--- src/rtl/decode_stage_v2.sv ---
// MIPS decode stage: register file, control decode, immediate extension,
// hazard stall counter, in-ID branch/jump resolution and the ID/EX register.
module decode_stage_v2 #(
  parameter int unsigned XLEN            = 32,
  parameter int unsigned RA_W            = 5,
  parameter int unsigned LOAD_USE_STALLS = 1,
  parameter int unsigned BRANCH_STALLS   = 1
) (
  input  logic            clk,
  input  logic            rst,
  input  logic            in_valid,
  input  logic [XLEN-1:0] in_pc,
  input  logic [31:0]     in_instr,
  input  logic            wb_we,
  input  logic [RA_W-1:0] wb_addr,
  input  logic [XLEN-1:0] wb_data,
  input  logic            ex_valid_i,
  input  logic            ex_mem_read,
  input  logic            ex_reg_write,
  input  logic [RA_W-1:0] ex_dst,
  input  logic            flush,
  input  logic            dbg_freeze,
  input  logic [RA_W-1:0] dbg_addr,
  output logic [XLEN-1:0] dbg_data,
  output logic            pc_write,
  output logic            ifid_write,
  output logic            redirect,
  output logic [XLEN-1:0] redirect_pc,
  output logic            ex_valid,
  output logic [XLEN-1:0] ex_pc,
  output logic [XLEN-1:0] ex_a,
  output logic [XLEN-1:0] ex_b,
  output logic [XLEN-1:0] ex_imm,
  output logic [RA_W-1:0] ex_rs,
  output logic [RA_W-1:0] ex_rt,
  output logic [RA_W-1:0] ex_wreg,
  output logic [9:0]      ex_ctrl
);

  localparam int unsigned NUM_REGS = 2 ** RA_W;
  localparam int unsigned CNT_W    = 3;

  localparam logic [5:0] OP_RTYPE = 6'd0;
  localparam logic [5:0] OP_J     = 6'd2;
  localparam logic [5:0] OP_JAL   = 6'd3;
  localparam logic [5:0] OP_BEQ   = 6'd4;
  localparam logic [5:0] OP_BNE   = 6'd5;
  localparam logic [5:0] OP_ADDI  = 6'd8;
  localparam logic [5:0] OP_ADDIU = 6'd9;
  localparam logic [5:0] OP_ANDI  = 6'd12;
  localparam logic [5:0] OP_ORI   = 6'd13;
  localparam logic [5:0] OP_XORI  = 6'd14;
  localparam logic [5:0] OP_LUI   = 6'd15;
  localparam logic [5:0] OP_LW    = 6'd35;
  localparam logic [5:0] OP_SW    = 6'd43;

  localparam logic [2:0] ALU_FUNCT = 3'd0;
  localparam logic [2:0] ALU_ADD   = 3'd1;
  localparam logic [2:0] ALU_AND   = 3'd2;
  localparam logic [2:0] ALU_OR    = 3'd3;
  localparam logic [2:0] ALU_XOR   = 3'd4;
  localparam logic [2:0] ALU_SUB   = 3'd5;

  // Register file; r0 is never written so it always reads zero.
  logic [XLEN-1:0] rf_q [NUM_REGS];
  logic            wb_en;

  assign wb_en = wb_we & ~dbg_freeze & (wb_addr != '0);

  always_ff @(posedge clk or posedge rst) begin
    if (rst) begin
      for (int i = 0; i < NUM_REGS; i++) rf_q[i] <= '0;
    end else if (wb_en) begin
      rf_q[wb_addr] <= wb_data;
    end
  end

  logic [5:0]      opcode;
  logic [RA_W-1:0] rs, rt, rd;
  logic [XLEN-1:0] rs_val, rt_val;

  assign opcode   = in_instr[31:26];
  assign rs       = RA_W'(in_instr[25:21]);
  assign rt       = RA_W'(in_instr[20:16]);
  assign rd       = RA_W'(in_instr[15:11]);
  assign rs_val   = (wb_en && wb_addr == rs) ? wb_data : rf_q[rs];
  assign rt_val   = (wb_en && wb_addr == rt) ? wb_data : rf_q[rt];
  assign dbg_data = (wb_en && wb_addr == dbg_addr) ? wb_data : rf_q[dbg_addr];

  logic [XLEN-1:0] sext, pc_plus4, br_target, j_target;

  assign sext      = {{(XLEN-16){in_instr[15]}}, in_instr[15:0]};
  assign pc_plus4  = in_pc + XLEN'(4);
  assign br_target = pc_plus4 + (sext << 2);
  assign j_target  = {pc_plus4[XLEN-1:28], in_instr[25:0], 2'b00};

  logic [9:0]      ctrl;
  logic [XLEN-1:0] imm;
  logic [RA_W-1:0] wreg;
  logic            src_rt, is_br, is_jmp, is_jal;

  // Control decode by opcode.
  always_comb begin
    ctrl   = '0;
    imm    = sext;
    wreg   = rt;
    src_rt = 1'b0;
    is_br  = 1'b0;
    is_jmp = 1'b0;
    is_jal = 1'b0;
    case (opcode)
      OP_RTYPE: begin
        ctrl[0] = 1'b1; ctrl[8:6] = ALU_FUNCT; wreg = rd; src_rt = 1'b1;
      end
      OP_ADDI, OP_ADDIU: begin
        ctrl[0] = 1'b1; ctrl[4] = 1'b1; ctrl[8:6] = ALU_ADD;
      end
      OP_ANDI: begin
        ctrl[0] = 1'b1; ctrl[4] = 1'b1; ctrl[8:6] = ALU_AND; imm = XLEN'(in_instr[15:0]);
      end
      OP_ORI: begin
        ctrl[0] = 1'b1; ctrl[4] = 1'b1; ctrl[8:6] = ALU_OR; imm = XLEN'(in_instr[15:0]);
      end
      OP_XORI: begin
        ctrl[0] = 1'b1; ctrl[4] = 1'b1; ctrl[8:6] = ALU_XOR; imm = XLEN'(in_instr[15:0]);
      end
      OP_LUI: begin
        ctrl[0] = 1'b1; ctrl[4] = 1'b1; ctrl[9] = 1'b1; imm = XLEN'({in_instr[15:0], 16'h0000});
      end
      OP_LW: begin
        ctrl[0] = 1'b1; ctrl[1] = 1'b1; ctrl[3] = 1'b1; ctrl[4] = 1'b1; ctrl[8:6] = ALU_ADD;
      end
      OP_SW: begin
        ctrl[2] = 1'b1; ctrl[4] = 1'b1; ctrl[8:6] = ALU_ADD; src_rt = 1'b1;
      end
      OP_BEQ, OP_BNE: begin
        ctrl[8:6] = ALU_SUB; src_rt = 1'b1; is_br = 1'b1;
      end
      OP_J: is_jmp = 1'b1;
      OP_JAL: begin
        ctrl[0] = 1'b1; ctrl[5] = 1'b1; wreg = '1; is_jmp = 1'b1; is_jal = 1'b1;
      end
      default: ;
    endcase
  end

  // Hazard detection and required bubble count.
  logic             dep, hz, stall, taken, issue;
  logic [CNT_W-1:0] need, cnt_q, cnt_d;

  assign dep   = in_valid & ex_valid_i & (ex_dst != '0) &
                 ((ex_dst == rs) | (src_rt & (ex_dst == rt)));
  assign hz    = dep & (ex_mem_read | (is_br & ex_reg_write));
  assign need  = (is_br && ex_mem_read) ? CNT_W'(LOAD_USE_STALLS + 1) :
                 ex_mem_read            ? CNT_W'(LOAD_USE_STALLS)     :
                                          CNT_W'(BRANCH_STALLS);
  assign stall = hz | (cnt_q != '0);
  assign taken = is_jmp | (opcode == OP_BEQ && rs_val == rt_val) |
                 (opcode == OP_BNE && rs_val != rt_val);
  assign issue = in_valid & ~stall & ~flush;

  assign pc_write    = ~dbg_freeze & (flush | ~stall);
  assign ifid_write  = ~dbg_freeze & (flush | ~stall);
  assign redirect    = ~dbg_freeze & issue & taken;
  assign redirect_pc = is_jmp ? j_target : br_target;

  logic            ex_valid_q, ex_valid_d;
  logic [XLEN-1:0] ex_pc_q, ex_pc_d, ex_a_q, ex_a_d, ex_b_q, ex_b_d, ex_imm_q, ex_imm_d;
  logic [RA_W-1:0] ex_rs_q, ex_rs_d, ex_rt_q, ex_rt_d, ex_wreg_q, ex_wreg_d;
  logic [9:0]      ex_ctrl_q, ex_ctrl_d;

  // ID/EX and stall-counter next state; freeze holds, otherwise bubble unless issuing.
  always_comb begin
    cnt_d      = cnt_q;
    ex_valid_d = ex_valid_q;
    ex_pc_d    = ex_pc_q;
    ex_a_d     = ex_a_q;
    ex_b_d     = ex_b_q;
    ex_imm_d   = ex_imm_q;
    ex_rs_d    = ex_rs_q;
    ex_rt_d    = ex_rt_q;
    ex_wreg_d  = ex_wreg_q;
    ex_ctrl_d  = ex_ctrl_q;
    if (!dbg_freeze) begin
      if (flush)                   cnt_d = '0;
      else if (hz && cnt_q == '0)  cnt_d = need - CNT_W'(1);
      else if (cnt_q != '0)        cnt_d = cnt_q - CNT_W'(1);
      ex_valid_d = issue;
      ex_pc_d    = issue ? in_pc : '0;
      ex_a_d     = !issue ? '0 : is_jal ? (in_pc + XLEN'(8)) : rs_val;
      ex_b_d     = issue ? rt_val : '0;
      ex_imm_d   = issue ? imm : '0;
      ex_rs_d    = issue ? rs : '0;
      ex_rt_d    = issue ? rt : '0;
      ex_wreg_d  = issue ? wreg : '0;
      ex_ctrl_d  = issue ? ctrl : '0;
    end
  end

  always_ff @(posedge clk or posedge rst) begin
    if (rst) begin
      cnt_q      <= '0;
      ex_valid_q <= 1'b0;
      ex_pc_q    <= '0;
      ex_a_q     <= '0;
      ex_b_q     <= '0;
      ex_imm_q   <= '0;
      ex_rs_q    <= '0;
      ex_rt_q    <= '0;
      ex_wreg_q  <= '0;
      ex_ctrl_q  <= '0;
    end else begin
      cnt_q      <= cnt_d;
      ex_valid_q <= ex_valid_d;
      ex_pc_q    <= ex_pc_d;
      ex_a_q     <= ex_a_d;
      ex_b_q     <= ex_b_d;
      ex_imm_q   <= ex_imm_d;
      ex_rs_q    <= ex_rs_d;
      ex_rt_q    <= ex_rt_d;
      ex_wreg_q  <= ex_wreg_d;
      ex_ctrl_q  <= ex_ctrl_d;
    end
  end

  assign ex_valid = ex_valid_q;
  assign ex_pc    = ex_pc_q;
  assign ex_a     = ex_a_q;
  assign ex_b     = ex_b_q;
  assign ex_imm   = ex_imm_q;
  assign ex_rs    = ex_rs_q;
  assign ex_rt    = ex_rt_q;
  assign ex_wreg  = ex_wreg_q;
  assign ex_ctrl  = ex_ctrl_q;

endmodule

--- config.mk ---
export PLATFORM = sky130hd
export DESIGN_NAME = decode_stage_v2
export DESIGN_NICKNAME = d
export VERILOG_FILES = /design/src/rtl/decode_stage_v2.sv
export SDC_FILE = /design/constraint.sdc
export NUM_CORES = 2
export LEC_CHECK = 0
export ABC_AREA = 1
export CELL_PAD_IN_SITES_DETAIL_PLACEMENT = 1
export CELL_PAD_IN_SITES_GLOBAL_PLACEMENT = 1
export CORE_ASPECT_RATIO = 0.7
export CORE_MARGIN = 3
export CORE_UTILIZATION = 33
export CTS_BUF_LIST = sky130_fd_sc_hd__clkbuf_8
export CTS_CLUSTER_SIZE = 20
export DETAILED_ROUTE_END_ITERATION = 8
export DONT_BUFFER_PORTS = 1
export PLACE_DENSITY_LB_ADDON = 0.1
export RECOVER_POWER = 25
export SLEW_MARGIN = 10
export SYNTH_ARGS = -nofsm -noshare
export SYNTH_HDL_FRONTEND = slang
export SYNTH_SLANG_ARGS = --single-unit
--- constraint.sdc ---
create_clock -name clk -period 38.6 [get_ports clk]
set_clock_uncertainty 0.2 [all_clocks]
set_input_delay 3.86 -clock clk [delete_from_list [all_inputs] [get_ports clk]]
set_output_delay 3.86 -clock clk [all_outputs]
set_load 0.05 [all_outputs]
---- Word-level counts from Yosys, hierarchy flattened ----
Cells that the tools add are included.
cells by class
  add/subtract/negate cells ............... 5
  magnitude comparators ................... 5
  equality and inequality tests ........... 19
  mux-type cells .......................... 41
  bitwise gates (word level) .............. 26
  reductions and logical operators ........ 22
operators with widths
  cell                                                       count
  bitwise mux 1024 bit                                       1
  2-to-1 mux 32 bit                                          16
  binary-select mux 32 bit (select 5 bit)                    3
  demux 32 bit (select 5 bit)                                1
  one-hot mux 32 bit (2 select lines)                        1
  == test 6 x 4 -> 1 bit (second input constant)             6
  adder 32 x 3 -> 32 bit (second input constant)             1
  adder 32 bit                                               1
  adder 32 x 4 -> 32 bit (second input constant)             1
  == test 32 bit                                             1
  inequality test 32 bit                                     1
  == test 5 bit                                              5
  greater-or-equal comparator 6 bit (second input constant)  4
  inverter 5 -> 6 bit                                        4
  2-to-1 mux 5 bit                                           3
  one-hot mux 3 bit (5 select lines)                         1
  bitwise AND 1 bit                                          13
  == test 6 x 2 -> 1 bit (second input constant)             2
  == test 6 x 3 -> 1 bit (second input constant)             2
  == test 6 bit (second input constant)                      2
  2-to-1 mux 10 bit                                          1
  one-hot mux 5 bit (2 select lines)                         1
  nonzero test 5 bit                                         2
  2-to-1 mux 1 bit                                           9
  17 further kinds                                           36
word-level totals
  register bits ........................... 1,181
  input port bits ......................... 120
  output and inout bits ................... 221
  word-level logic and storage cells ...... 160

---- Logic depth before layout (Yosys ltp) ----
  depth in word-level cells ............... 13
  gate-level depth with buffers ........... 25
  mapped depth without buffers ............ 25

---- Least setup slack after synthesis ----
OpenSTA, ideal clock, no wires.
  path kind ............................... input to output
  from .................................... input in_pc[2]
  to ...................................... output redirect_pc[29]
  arrival time ............................ 7.358 ns
  required time ........................... 34.540 ns
  path slack .............................. 27.182 ns
  stages on the path ...................... 17
  buffers on the path ..................... 0
  path through ............................ ha_1 -> nand3_1 -> nor2_1 -> inv_1 -> nor2_1 -> inv_1 -> nor3_1 -> nand2_1 -> xor2_1 -> inv_1 -> ha_1 -> inv_1 -> o21ai_0 -> o21bai_1 -> a221oi_1 -> a21oi_1 -> o31ai_1
on the way
  word-level cells in the longest chain between the ends .. 3
RTL lines
  element                   line  RTL
  from (decl)               12    input logic [XLEN-1:0] in_pc,
  adder 32 x 3 -> 32 bit *  93    assign pc_plus4 = in_pc + XLEN'(4);
  adder 32 bit              94    assign br_target = pc_plus4 + (sext << 2);
  2-to-1 mux 32 bit *       165   assign redirect_pc = is_jmp ? j_target : br_target;
  to (decl)                 28    output logic [XLEN-1:0] redirect_pc,
Every way passes the cells marked *; elsewhere a longest branch is shown, timed or not.

==> results.json <==
{
  "port_buffers": 0,
  "cts_tree": "done",
  "cts_resized": 0,
  "path_max_fanout": 151,
  "violations": "capacitance limit, slew limit",
  "p_leak_nw": 36.47,
  "hold_class": "reg2reg",
  "synthDistinctLibCells": 51,
  "grt_pass1_vias": 85290,
  "cp_top_family": "buffers and inverters",
  "layout.nets": 11150,
  "dpl_cell_area_sq_mm": 0.07739,
  "seq_area_frac_synth_pct": 38.58,
  "slew_violations": 1015,
  "syn_area_per_cell_sq_um": 6.560,
  "ys_warn_count": 0,
  "synth_ff_type": "dfrtp_1",
  "slowest_delay_ps": 6440,
  "design.core.area_sq_mm": 0.2299,
  "fin_tns_setup_ps": 0,
  "crit_slowest_cell": "clkbuf_1",
  "p_per_area_mw_per_mm2": 46.80,
  "cts_buffer_depth": 4,
  "finalSetupViolCount": 0,
  "crit_path_cell_trace": "clkinvlp_2 -> clkbuf_1",
  "die_height_um": 408.9,
  "place_ws_ps": 24900,
  "dp_hpwl_mm": 240.8,
  "ys_ff_latch": 1180,
  "setup_slack_ps": 23690,
  "start_kind": "primary input",
  "wl_mm": 441.5,
  "num_rows": 147,
  "cts_buffers": 217,
  "io_pins": 341,
  "htreeDepth": 4,
  "antenna_left": 0,
  "rsz0062_at_grt": "false",
  "final_cell_mix": "nand2_1, nand3_1, o21ai_0",
  "vias_per_cell": 6.145,
  "cp.required_ps": 37260,
  "hold_violations": 0,
  "cts_root_buffer": "clkbuf_8",
  "synth_fp_nets": 11820,
  "period_share_pct": 38.62,
  "drc_errors": 0,
  "grt_use_total_pct": 35.91,
  "power_mw": 3.828,
  "cp_num_buf_inv": 2,
  "status": "finished with violations",
  "routabilityCongestion": 0.9320,
  "post-route-min-period_ps": 14910,
  "worstSetupPathType": "in2async",
  "drt_pass1_iterations": 5,
  "synth.cell_area_sq_mm": 0.07654,
  "synth-async-reset-ratio_pct": 100.0,
  "final_cell_area_sq_mm": 0.08181,
  "area_growth_pct": 6.884,
  "drv_cap": 13,
  "slew_headroom_pct": -495.6,
  "die_area_sq_mm": 0.2378,
  "end_kind": "async pin",
  "post_drt_wl_per_cell_um": 31.06,
  "dieWidth_um": 581.6,
  "cts.clk_slew.worst_paths_ps": 60,
  "cts_sinks": 1180,
  "tightest_slew_ps": 8934,
  "floorplan.initialDensity_pct": 33.29,
  "hold_buffers": 0,
  "fmax_ghz": 0.06707,
  "ir_worst_vdd_mv": 0.02875,
  "cts_setup_buffers": 0,
  "grt-ovfl-total": 0,
  "grt_pass1_wl_mm": 633.6,
  "grt_max_degree": 596,
  "syn-instance-count": 11670,
  "num_vias": 87340,
  "arrival_ps": 13570,
  "final_layout_size_suffix_gt1_share_pct": 5.022,
  "drt_iter0_markers": 10740,
  "clk_latency_ps": 1020,
  "final_common_cell": "nand2_1",
  "synth_edf_count": 0,
  "fin_hold_ws_ps": 226.6,
  "antenna_found_initial": 25
}
-- stage by stage --
| stage | util, % | instances |
|---|---|---|
| final | 35.58 | 14210 |
| after global routing | 35.57 | 14210 |
| after CTS | 35.61 | 14200 |
| after detailed placement | 33.66 | 13830 |
| after global placement | 33.66 | 13830 |
| after floorplan | - | 11670 |
-- where the power goes --
part	switching, mW	total [mW]	internal [mW]
clock network	0.627	1.33	0.701
registers	0.262	1.68	1.42
logic	0.548	0.820	0.272
-- synthesized netlist by cell type, types with 2 or more instances --
cell / n / area, sq um
o32ai_1: 8 / 70.07
o22ai_1: 206 / 1289
a32o_1: 18 / 180.2
o211ai_1: 17 / 127.6
clkbuf_1: 633 / 2376
o21a_1: 3 / 22.52
nor4_4: 2 / 42.54
a21oi_1: 485 / 2427
nand2_1: 3710 / 13930
or2_2: 5 / 31.28
nor4_1: 9 / 56.30
and2_1: 2 / 12.51
nand3b_1: 3 / 22.52
o21ai_1: 20 / 100.1
o21ai_0: 1563 / 7823
a211oi_1: 2 / 15.01
buf_2: 324 / 1622
xor2_1: 43 / 376.6
inv_2: 20 / 75.07
nor4_2: 3 / 37.54
a22o_1: 27 / 236.5
nor2_1: 1029 / 3862
dfrtp_1: 1180 / 29530
o21bai_1: 6 / 45.04
nor3_2: 2 / 20.02
ha_1: 36 / 450.4
nor2_2: 2 / 12.51
a31oi_1: 9 / 56.30
nand4_1: 26 / 162.7
o31ai_1: 8 / 60.06
o221ai_1: 43 / 376.6
o311ai_0: 2 / 17.52
inv_1: 253 / 949.7
clkinv_1: 5 / 18.77
buf_1: 54 / 202.7
nand3_1: 1796 / 8989
a221oi_1: 4 / 35.03
nor3_1: 31 / 155.2
buf_6: 22 / 247.7
buf_4: 19 / 142.6
xnor2_1: 27 / 236.5
-- metal layers --
layer	vias up	GRT usage, %	share of wire, %
met5	-	0	0.029
met4	18	14.62	4.5
met3	935	7.840	9.8
met2	4605	52.72	42
met1	44330	50.81	44
li1	37450	-	-
-- cell families after synthesis --
logic type / Yosys count / synth area share [%]
AOI/OAI and AO/OA: 2427 / 16.90
xor gates and xnor gates: 70 / 0.8010
adders and majority gates: 37 / 0.6147
buffers and inverters: 1330 / 7.361
DFF: 1180 / 38.58
and+or+nand+nor: 6623 / 35.74
-- worst reg2reg max path: stages, from the launching register on --
cell and delay [ps]:
dfrtp_1 400, nor4_1 340, nand4_1 400, inv_2 120
buf_4 430, buf_4 710, o21ai_0 570, o21ai_1 270
-- area by class of cell --
class / count / area (sq um)
diodes: 9 / 22.52
clock buffers: 281 / 3867
clock inverters: 94 / 620.6
fillers: 29250 / 148100
inverters: 278 / 1115
multi-input cells: 9157 / 41610
flip-flops and latches: 1180 / 29530
well taps: 3054 / 3821
repair buffers: 161 / 1220
-- sequential cells by signal, summed over array words and instances (netlist names) --
signal and cells:
ex_rt 5, ex_rs 5, ex_wreg 5, ex_pc 32, ex_valid 1, rf_q 1024
ex_b 32, ex_ctrl 9, ex_a 32, cnt_q 3, ex_imm 32
-- final timing paths --
kind                                        startpoint                      to  slack, ps  cells past startpoint
worst max-delay path                               rst    ex_pc[0]$_DFFE_PP0N_      23690                      2
worst min-delay path            rf_q[1004]$_DFFE_PP0P_  rf_q[1004]$_DFFE_PP0P_        230                      0
worst max register to register    cnt_q[1]$_DFFE_PP0P_     ex_a[7]$_DFFE_PP0N_      35110                      7
worst min register to register  rf_q[1004]$_DFFE_PP0P_  rf_q[1004]$_DFFE_PP0P_        230                      0
max in group clk                          in_instr[21]                redirect      24560                     22
min in group asynchronous                          rst   rf_q[197]$_DFFE_PP0P_       4230                      1
(Power assumes the default switching activity.)
